### src/rtl/counter_request_arbiter.sv
// Counter-increment request arbiter.
// Collects single-cycle PINC/MINC pulses from the counter cells into a
// per-cell pending table, presents the highest-priority pending request to
// the CPU over a valid/ack handshake, and forces a one-cycle yield after
// MAX_STEAL consecutive grants so the instruction pipeline is not starved.
module counter_request_arbiter #(
  parameter int NUM_CNT   = 8,
  parameter int MAX_STEAL = 3,
  localparam int CW = (NUM_CNT > 1) ? $clog2(NUM_CNT) : 1
) (
  input  logic               clk,
  input  logic               rst_l,
  input  logic [NUM_CNT-1:0] pinc,
  input  logic [NUM_CNT-1:0] minc,
  input  logic               svc_ack,
  output logic               req_valid,
  output logic [CW-1:0]      req_cnt,
  output logic               req_dir,
  output logic               stall,
  output logic [NUM_CNT-1:0] pending,
  output logic               overflow_err
);

  localparam int SW = $clog2(MAX_STEAL + 1);

  typedef enum logic [1:0] {
    IDLE  = 2'd0,
    GRANT = 2'd1,
    YIELD = 2'd2
  } state_t;

  state_t             state;
  state_t             state_nxt;
  logic [SW-1:0]      steal_cnt;
  logic [SW-1:0]      steal_nxt;

  // A cell holds at most one outstanding request: plus, minus, or none.
  logic [NUM_CNT-1:0] pend_plus;
  logic [NUM_CNT-1:0] pend_minus;
  logic [NUM_CNT-1:0] plus_nxt;
  logic [NUM_CNT-1:0] minus_nxt;
  logic               ovf_set;

  logic               any_pend;
  logic [CW-1:0]      sel_idx;
  logic               load;

  assign pending   = pend_plus | pend_minus;
  assign any_pend  = |pending;
  assign req_valid = (state == GRANT);
  assign stall     = req_valid;

  // Priority select: lowest-index pending cell wins.
  always_comb begin
    sel_idx = '0;
    for (int i = NUM_CNT - 1; i >= 0; i--) begin
      if (pending[i]) sel_idx = CW'(i);
    end
  end

  // Next state, steal counter and request-load decision.
  always_comb begin
    state_nxt = state;
    steal_nxt = steal_cnt;
    load      = 1'b0;
    case (state)
      IDLE: begin
        if (any_pend) begin
          load      = 1'b1;
          steal_nxt = SW'(1);
          state_nxt = GRANT;
        end
      end
      GRANT: begin
        if (svc_ack) begin
          if (steal_cnt == SW'(MAX_STEAL)) begin
            state_nxt = YIELD;
            steal_nxt = '0;
          end else if (any_pend) begin
            load      = 1'b1;
            steal_nxt = steal_cnt + SW'(1);
          end else begin
            state_nxt = IDLE;
            steal_nxt = '0;
          end
        end
      end
      YIELD: begin
        if (any_pend) begin
          load      = 1'b1;
          steal_nxt = SW'(1);
          state_nxt = GRANT;
        end else begin
          state_nxt = IDLE;
        end
      end
      default: begin
        state_nxt = IDLE;
        steal_nxt = '0;
      end
    endcase
  end

  // Table update: clear the cell being granted, then fold in this cycle's pulses.
  always_comb begin
    plus_nxt  = pend_plus;
    minus_nxt = pend_minus;
    ovf_set   = 1'b0;
    for (int i = 0; i < NUM_CNT; i++) begin
      if (load && (sel_idx == CW'(i))) begin
        plus_nxt[i]  = 1'b0;
        minus_nxt[i] = 1'b0;
      end
      // Simultaneous +1 and -1 nets to zero and leaves the cell alone.
      if (pinc[i] && !minc[i]) begin
        if (minus_nxt[i])     minus_nxt[i] = 1'b0;
        else if (plus_nxt[i]) ovf_set      = 1'b1;
        else                  plus_nxt[i]  = 1'b1;
      end else if (minc[i] && !pinc[i]) begin
        if (plus_nxt[i])       plus_nxt[i]  = 1'b0;
        else if (minus_nxt[i]) ovf_set      = 1'b1;
        else                   minus_nxt[i] = 1'b1;
      end
    end
  end

  // FSM state and steal counter registers.
  always_ff @(posedge clk or negedge rst_l) begin
    if (!rst_l) begin
      state     <= IDLE;
      steal_cnt <= '0;
    end else begin
      state     <= state_nxt;
      steal_cnt <= steal_nxt;
    end
  end

  // Pending table and sticky overflow flag.
  always_ff @(posedge clk or negedge rst_l) begin
    if (!rst_l) begin
      pend_plus    <= '0;
      pend_minus   <= '0;
      overflow_err <= 1'b0;
    end else begin
      pend_plus  <= plus_nxt;
      pend_minus <= minus_nxt;
      if (ovf_set) overflow_err <= 1'b1;
    end
  end

  // Presented request; only changes when a new grant is loaded.
  always_ff @(posedge clk or negedge rst_l) begin
    if (!rst_l) begin
      req_cnt <= '0;
      req_dir <= 1'b0;
    end else if (load) begin
      req_cnt <= sel_idx;
      req_dir <= pend_minus[sel_idx];
    end
  end

endmodule

### config.mk
export PLATFORM = sky130hd
export DESIGN_NAME = counter_request_arbiter
export DESIGN_NICKNAME = d
export VERILOG_FILES = /design/src/rtl/counter_request_arbiter.sv
export SDC_FILE = /design/constraint.sdc
export NUM_CORES = 1
export LEC_CHECK = 0
export ABC_AREA = 1
export BUFFER_PORTS_ARGS = -buffer_cell sky130_fd_sc_hd__buf_2
export CORE_UTILIZATION = 50
export CTS_CLUSTER_DIAMETER = 150
export CTS_CLUSTER_SIZE = 12
export DETAILED_ROUTE_END_ITERATION = 7
export GPL_ROUTABILITY_DRIVEN = 0
export GPL_TIMING_DRIVEN = 0
export PLACE_DENSITY = 0.74
export SLEW_MARGIN = 20
export SYNTH_ARGS = -nofsm -noshare
export SYNTH_HDL_FRONTEND = slang
export SYNTH_SLANG_ARGS = --single-unit
export TNS_END_PERCENT = 10
### constraint.sdc
create_clock -name clk -period 2.06 [get_ports clk]
set_input_delay 0.206 -clock clk [delete_from_list [all_inputs] [get_ports clk]]
set_output_delay 0.206 -clock clk [all_outputs]
set_load 0.05 [all_outputs]
==> impl_metrics.env, run 1 <==
export IMPL_status="completed"
export IMPL_peakVddDrop_uv=736
export IMPL_dp_hpwl_mm=2.66
export IMPL_synth_seq_cells=25
export IMPL_cp_depth=14
export IMPL_hp_class="in2reg"
export IMPL_crit_fanout=4
export IMPL_final_hold_violation_count=0
export IMPL_vias_per_cell=5.03
export IMPL_clockRootBuffer="clkbuf_4"
export IMPL_ys_seq_area_share_pct=36.9
export IMPL_io_pins=34
export IMPL_dieWidth_um=60.3
export IMPL_cts_sinks=25
export IMPL_final_setup_tns_ns=0
export IMPL_dr_pass1_iters=5
export IMPL_setup_viol=0
export IMPL_grtUsageTotal_pct=20.5
export IMPL_cts_tree="yes"
export IMPL_syn_avg_cell_area_um2=6.93
export IMPL_clkTransAtPathRegs_ns=0.15
export IMPL_slew_headroom_pct=62.7
export IMPL_max_stage_delay_ns=0.46
export IMPL_core_rowCount=20
export IMPL_path_delay_family="simple AND/OR/NAND/NOR gates"
export IMPL_postPlaceCellArea_um2=1920
export IMPL_slowest_stage="dfrtp_1"
export IMPL_drive_gt1_share_pct=33.3
export IMPL_cp_num_buf_inv=0
export IMPL_ys_types=29
export IMPL_yosys_most_used_dff="dfrtp_1"
export IMPL_antenna_found_initial=0
export IMPL_critPathLaunchType="register"
export IMPL_tightest_slew_ns=0.560
export IMPL_synth_async_reset_ratio_pct=100
export IMPL_drv_cap=0
export IMPL_synth_largest_area_cell="dfrtp_1"
export IMPL_cp_common_cell="nor2_1"
export IMPL_final_nets=324
export IMPL_grt_pass1_wl_mm=5.51
export IMPL_yosysTopAreaCellShare_pct=36.9
export IMPL_ctsHtreeMaxLevel=1
export IMPL_clock_path_buffers=2
export IMPL_grt_pass1_vias=1335
export IMPL_wire_per_inst_um=11.3
export IMPL_grt_overflow_total=0
export IMPL_drt_iter0_drc=102
export IMPL_core_area_um2=3130
export IMPL_initial_core_util_pct=54.2
export IMPL_critical_path_class="reg2reg"
export IMPL_cp_end_kind="register"
export IMPL_grt_max_degree=26
export IMPL_die_y_um=60.3
export IMPL_n_antenna_cell=0
export IMPL_slew_viol_final=0
export IMPL_p_leak_uw=0.00119
export IMPL_cts_buffers_inserted=3
export IMPL_clock_skew_final_ns=0.0139
export IMPL_routed_wl_mm=3.91
export IMPL_syn_nets=265
export IMPL_period_needed_ns=1.96
export IMPL_crit_chain="nor2_4, nand2_4, nor2_1, nand2_4, nand2_4, nand2_2, nand2_2, o21bai_2, nand2_1, nor2_1, nor2_1, nand2_1, nor2_1, nand2_1"
export IMPL_area_growth_pct=30.5
export IMPL_worstRegToRegCells=14
export IMPL_stdcell_area_um2=2210
export IMPL_yosysWarnings=0
export IMPL_syn_cell_area_um2=1700
export IMPL_fp_dieArea_um2=3630
export IMPL_port_buffer_count=33
export IMPL_clk_insertion_delay_late_ns=0.35
export IMPL_power_density_nw_per_um2=1500
export IMPL_max_freq_ghz=0.510
export IMPL_period_share_pct=95.1
export IMPL_worstHoldPathCells=2
export IMPL_syn_inst=245
export IMPL_synth_edf_count=0
export IMPL_vias=1746
export IMPL_synth_area_top_cells="dfrtp_1, nand2_1, inv_1, nor2_1, nand3_1"
export IMPL_critical_path_arrival_ns=2.20
export IMPL_crit_required_ns=2.30
export IMPL_drtAntennaViolNets=0
export IMPL_drc=0
[layer usage]
metal | part of all wire (%) | GRT usage, %
met5 | 0 | 0
met4 | 1.1 | 6.98
met3 | 5.1 | 3.25
met2 | 49 | 32.7
met1 | 44 | 27.9
[cell usage in the layout (no fill, tap or decap), types with 3 or more instances in the layout]
cell / n
a21oi_1: 11
buf_2: 33
buf_4: 21
clkbuf_4: 3
dfrtp_1: 20
dfrtp_2: 5
inv_1: 42
inv_2: 3
nand2_1: 58
nand2_2: 8
nand2_4: 5
nand3_1: 12
nand3_2: 5
nand4_1: 9
nor2_1: 27
nor2_4: 10
o21ai_0: 9
o22ai_1: 4
[power breakdown]
group	leakage, uW	switching (uW)	internal (uW)
registers	0.000299	200	668
logic	0.000873	1430	784
clock network	0.0000139	164	74.7
total	0.00119	1800	1530
[Yosys cell counts (2+ instances only)]
library cell	number
a21oi_1	11
a21oi_4	2
clkinv_1	2
dfrtp_1	25
inv_1	43
inv_2	2
nand2_1	64
nand2_2	5
nand2_4	2
nand3_1	16
nand4_1	9
nor2_1	30
nor2_2	5
nor2_4	2
o211ai_1	2
o21ai_0	9
o22ai_1	4
[through the flow]
step                hold WS (ns)  util (%)  worst slack, ns  total power [uW]  instances
detailed placement         0.225      61.3          0.00986              2600        322
global placement           0.228      61.3           0.0454              2570        322
CTS                       0.0371      62.6          0.00954              2840        327
floorplan                -0.0896         -           0.0535              2240        245
global route              0.0269      70.8          -0.0647              3560        347
finish                    0.0350      70.8            0.101              3320        347
[kinds of logic after synthesis]
kind of cell	Yosys count	synth area share (%)
adders and majority gates	1	0.737
and+or+nand+nor	136	37.8
muxes	1	0.590
AOI/OAI and AO/OA	34	13.2
DFF	25	36.9
buffers and inverters	48	10.8
[registers in the layout, summed over array words and instances (netlist names)]
signal        flops
overflow_err      1
steal_cnt         2
pend_minus        8
pend_plus         8
req_cnt           3
req_dir           1
state             2
[timing repair]
| item | CTS | global route |
|---|---|---|
| setup endpoints to repair | 1 | 2 |
| resized for setup | 1 | 31 |
| cloned | 0 | 0 |
| endpoints found under the hold margin | 25 | 0 |
| hold buffers | 1 | 0 |
| buffers inserted | 0 | 20 |
| pin swaps | 0 | 11 |
[path summary, 6_finish.rpt]
| kind | from | endpoint | slack, ns |
|---|---|---|---|
| hold reg to reg | req_cnt[0] | req_cnt[0] | 0.51 |
| min in group asynchronous | rst_l | state[1] | 0.37 |
| max in group asynchronous | rst_l | pend_minus[0] | 1.27 |
| setup / recovery | pend_plus[0] | overflow_err | 0.10 |
| setup reg to reg | pend_plus[0] | overflow_err | 0.10 |
| hold / removal | pinc[7] | pend_minus[7] | 0.03 |
[layout make-up]
class / instances / area [um^2]
clock inverters: 1 / 7.51
repair buffers: 54 / 325
fillers: 264 / 913
flip-flops and latches: 25 / 632
well taps: 44 / 55.1
multi-input cells: 172 / 988
inverters: 47 / 176
clock buffers: 3 / 22.5
plain buffers: 1 / 7.51
Power figures use the tool's default switching activity.
==> inputs of run 2 (changes only) <==
--- a/config.mk
+++ b/config.mk
@@ -6,14 +6,13 @@
 export NUM_CORES = 1
 export LEC_CHECK = 0
 export ABC_AREA = 1
-export BUFFER_PORTS_ARGS = -buffer_cell sky130_fd_sc_hd__buf_2
 export CORE_UTILIZATION = 50
-export CTS_CLUSTER_DIAMETER = 150
+export CTS_CLUSTER_DIAMETER = 50
 export CTS_CLUSTER_SIZE = 12
 export DETAILED_ROUTE_END_ITERATION = 7
+export DONT_BUFFER_PORTS = 1
 export GPL_ROUTABILITY_DRIVEN = 0
 export GPL_TIMING_DRIVEN = 0
-export PLACE_DENSITY = 0.74
 export SLEW_MARGIN = 20
 export SYNTH_ARGS = -nofsm -noshare
 export SYNTH_HDL_FRONTEND = slang
==> run 2 against run 1 <==
Non-clock buffer count shrank 37. Final cell count shrank 11%. Global-route usage grew 0.57 points. Utilization shrank 5.1 points. Highest routed layer unchanged. Sequential cell count is the same.
==> impl_metrics.env, run 2 (synthesis results as in run 1) <==
export IMPL_status="completed"
export IMPL_cp_common_cell="nand2_1"
export IMPL_r2r_end="overflow_err"
export IMPL_clkTransAtPathRegs_ns=0.15
export IMPL_grt_pass1_vias=1326
export IMPL_crit_fanout=5
export IMPL_stdcell_area_um2=2050
export IMPL_grt_max_degree=26
export IMPL_io_pins=34
export IMPL_slew_viol_final=0
export IMPL_tightest_slew_ns=0.481
export IMPL_fin_ws_ns=0.149
export IMPL_routed_wl_mm=3.63
export IMPL_max_freq_ghz=0.523
export IMPL_dr_pass1_iters=4
export IMPL_postPlaceCellArea_um2=1750
export IMPL_cts_tree="yes"
export IMPL_use_met2_pct=37.7
export IMPL_clk_insertion_delay_late_ns=0.33
export IMPL_dp_hpwl_mm=2.79
export IMPL_core_rowCount=20
export IMPL_slew_headroom_pct=67.9
export IMPL_drtAntennaViolNets=0
export IMPL_area_growth_pct=21.1
export IMPL_vias=1602
export IMPL_regToRegSetupSlack_ns=0.15
export IMPL_drt_iter0_drc=71
export IMPL_drive_gt1_share_pct=24.1
export IMPL_initial_core_util_pct=54.2
export IMPL_clockRootBuffer="clkbuf_4"
export IMPL_grt_overflow_total=0
export IMPL_critical_path_startpoint="pend_plus[2]"
export IMPL_worstHoldPathCells=2
export IMPL_worstRegToRegCells=12
export IMPL_peakVddDrop_uv=830
export IMPL_die_y_um=60.3
export IMPL_power_density_nw_per_um2=1500
export IMPL_final_nets=287
export IMPL_n_antenna_cell=0
export IMPL_wire_per_inst_um=11.7
export IMPL_slowest_stage="dfrtp_1"
export IMPL_crit_end="overflow_err"
export IMPL_port_buffer_count=0
export IMPL_final_common_cell="nand2_1"
export IMPL_fillers=290
export IMPL_post_place_ws_ns=-0.266
export IMPL_multi_input_comb_area_um2=1000
export IMPL_p_leak_uw=0.00104
export IMPL_top_usage_layer="met2"
export IMPL_antenna_found_initial=0
export IMPL_crit_chain="nor2_4, nand2_2, nor3_4, inv_2, a21oi_4, nand3_2, nand3_1, nand2_1, nor2_1, nand2_1, nor2_1, nand2_1"
export IMPL_vias_per_cell=5.17
export IMPL_layout_common_cells="nand2_1, inv_1, nor2_1, dfrtp_1, nand3_1"
export IMPL_fp_dieArea_um2=3630
export IMPL_dieWidth_um=60.3
export IMPL_core_area_um2=3130
export IMPL_final_hold_violation_count=0
export IMPL_period_needed_ns=1.91
export IMPL_grt_use_met1_pct=25.8
export IMPL_timing_rr_start="pend_plus[2]"
export IMPL_cts_sinks=25
export IMPL_drc=0
export IMPL_critical_path_arrival_ns=2.16
export IMPL_clock_skew_final_ns=0.0121
export IMPL_max_stage_delay_ns=0.46
export IMPL_reg_top3="pend_minus x8, pend_plus x8, req_cnt x3"
export IMPL_grt_pass1_wl_mm=5.64
export IMPL_rsz0062_at_grt="true"
export IMPL_hp_class="in2reg"
export IMPL_critical_path_class="reg2reg"
export IMPL_cts_buffers_inserted=3
export IMPL_critPathLaunchType="register"
export IMPL_grtUsageTotal_pct=21.0
export IMPL_regArea_um2=633
export IMPL_cp_end_kind="register"
export IMPL_setup_viol=0
export IMPL_clock_path_buffers=2
export IMPL_ctsHtreeMaxLevel=1
export IMPL_use_met3_pct=3.03
export IMPL_drv_cap=0
export IMPL_crit_required_ns=2.31
export IMPL_period_share_pct=92.8
## run 2: changes by cell type in the layout (fill, tap and decap cells not counted), moves of 2 or more
cell           before  now
nand2_2             8   10
buf_4              21   12
nand3_2             5    3
nor2_4             10    8
nor2_2              0    3
dlygate4sd3_1       1    4
nand2_1            58   55
buf_2              33    0
## run 2: metrics by stage
stage	hold slack, ns	TNS (ns)	util [%]	std cells	power (uW)
6_report	0.0286	0	65.7	310	3070
4_1_cts	0.0219	0	59.4	298	2770
5_1_grt	0.0182	-0.0330	65.7	310	3310
3_5_place_dp	-0.0891	-0.514	56.0	289	2480
3_3_place_gp	-0.0891	-0.404	56.0	289	2430
2_1_floorplan	-0.0896	0	-	245	2240
## run 2: worst min-delay path by stage
| stage | start | endpoint |
|---|---|---|
| floorplan | rst_l | overflow_err |
| global placement | rst_l | state[1] |
| detailed placement | rst_l | state[1] |
| CTS | minc[7] | pend_minus[7] |
| global route | minc[5] | pend_minus[5] |
| finish | pinc[5] | pend_plus[5] |
## run 2: worst max-delay path, delay by kind of cell (launching register included)
family          cells  cell delay (ns)
simple gates       10             1.06
buf+inv             1             0.08
flops               1             0.46
compound gates      1             0.22
## run 2: power breakdown
group	internal, uW	switching (uW)
registers	669	331
logic	603	1240
clock network	73.0	156
## run 2: layout make-up
cell class              count  area share (%)
repair buffers             17            7.49
inverters                  47            8.59
multi-input cells         172            48.7
plain buffers               1           0.365
flip-flops and latches     25            30.8
well taps                  44            2.68
clock inverters             1           0.244
clock buffers               3            1.10
## run 2: what timing repair did
action / CTS / global route
resized for setup: 6 / 30
setup endpoints to repair: 6 / 4
endpoints found under the hold margin: 28 / 0
hold buffers: 5 / 0
buffers inserted: 0 / 12
pin swaps: 0 / 17
## run 2: layer usage
metal / wire length (um) / up-vias
li1: - / 824
met2: 1810 / 37
met4: 43 / 0
met5: 0 / -
met3: 147 / 5
met1: 1620 / 736
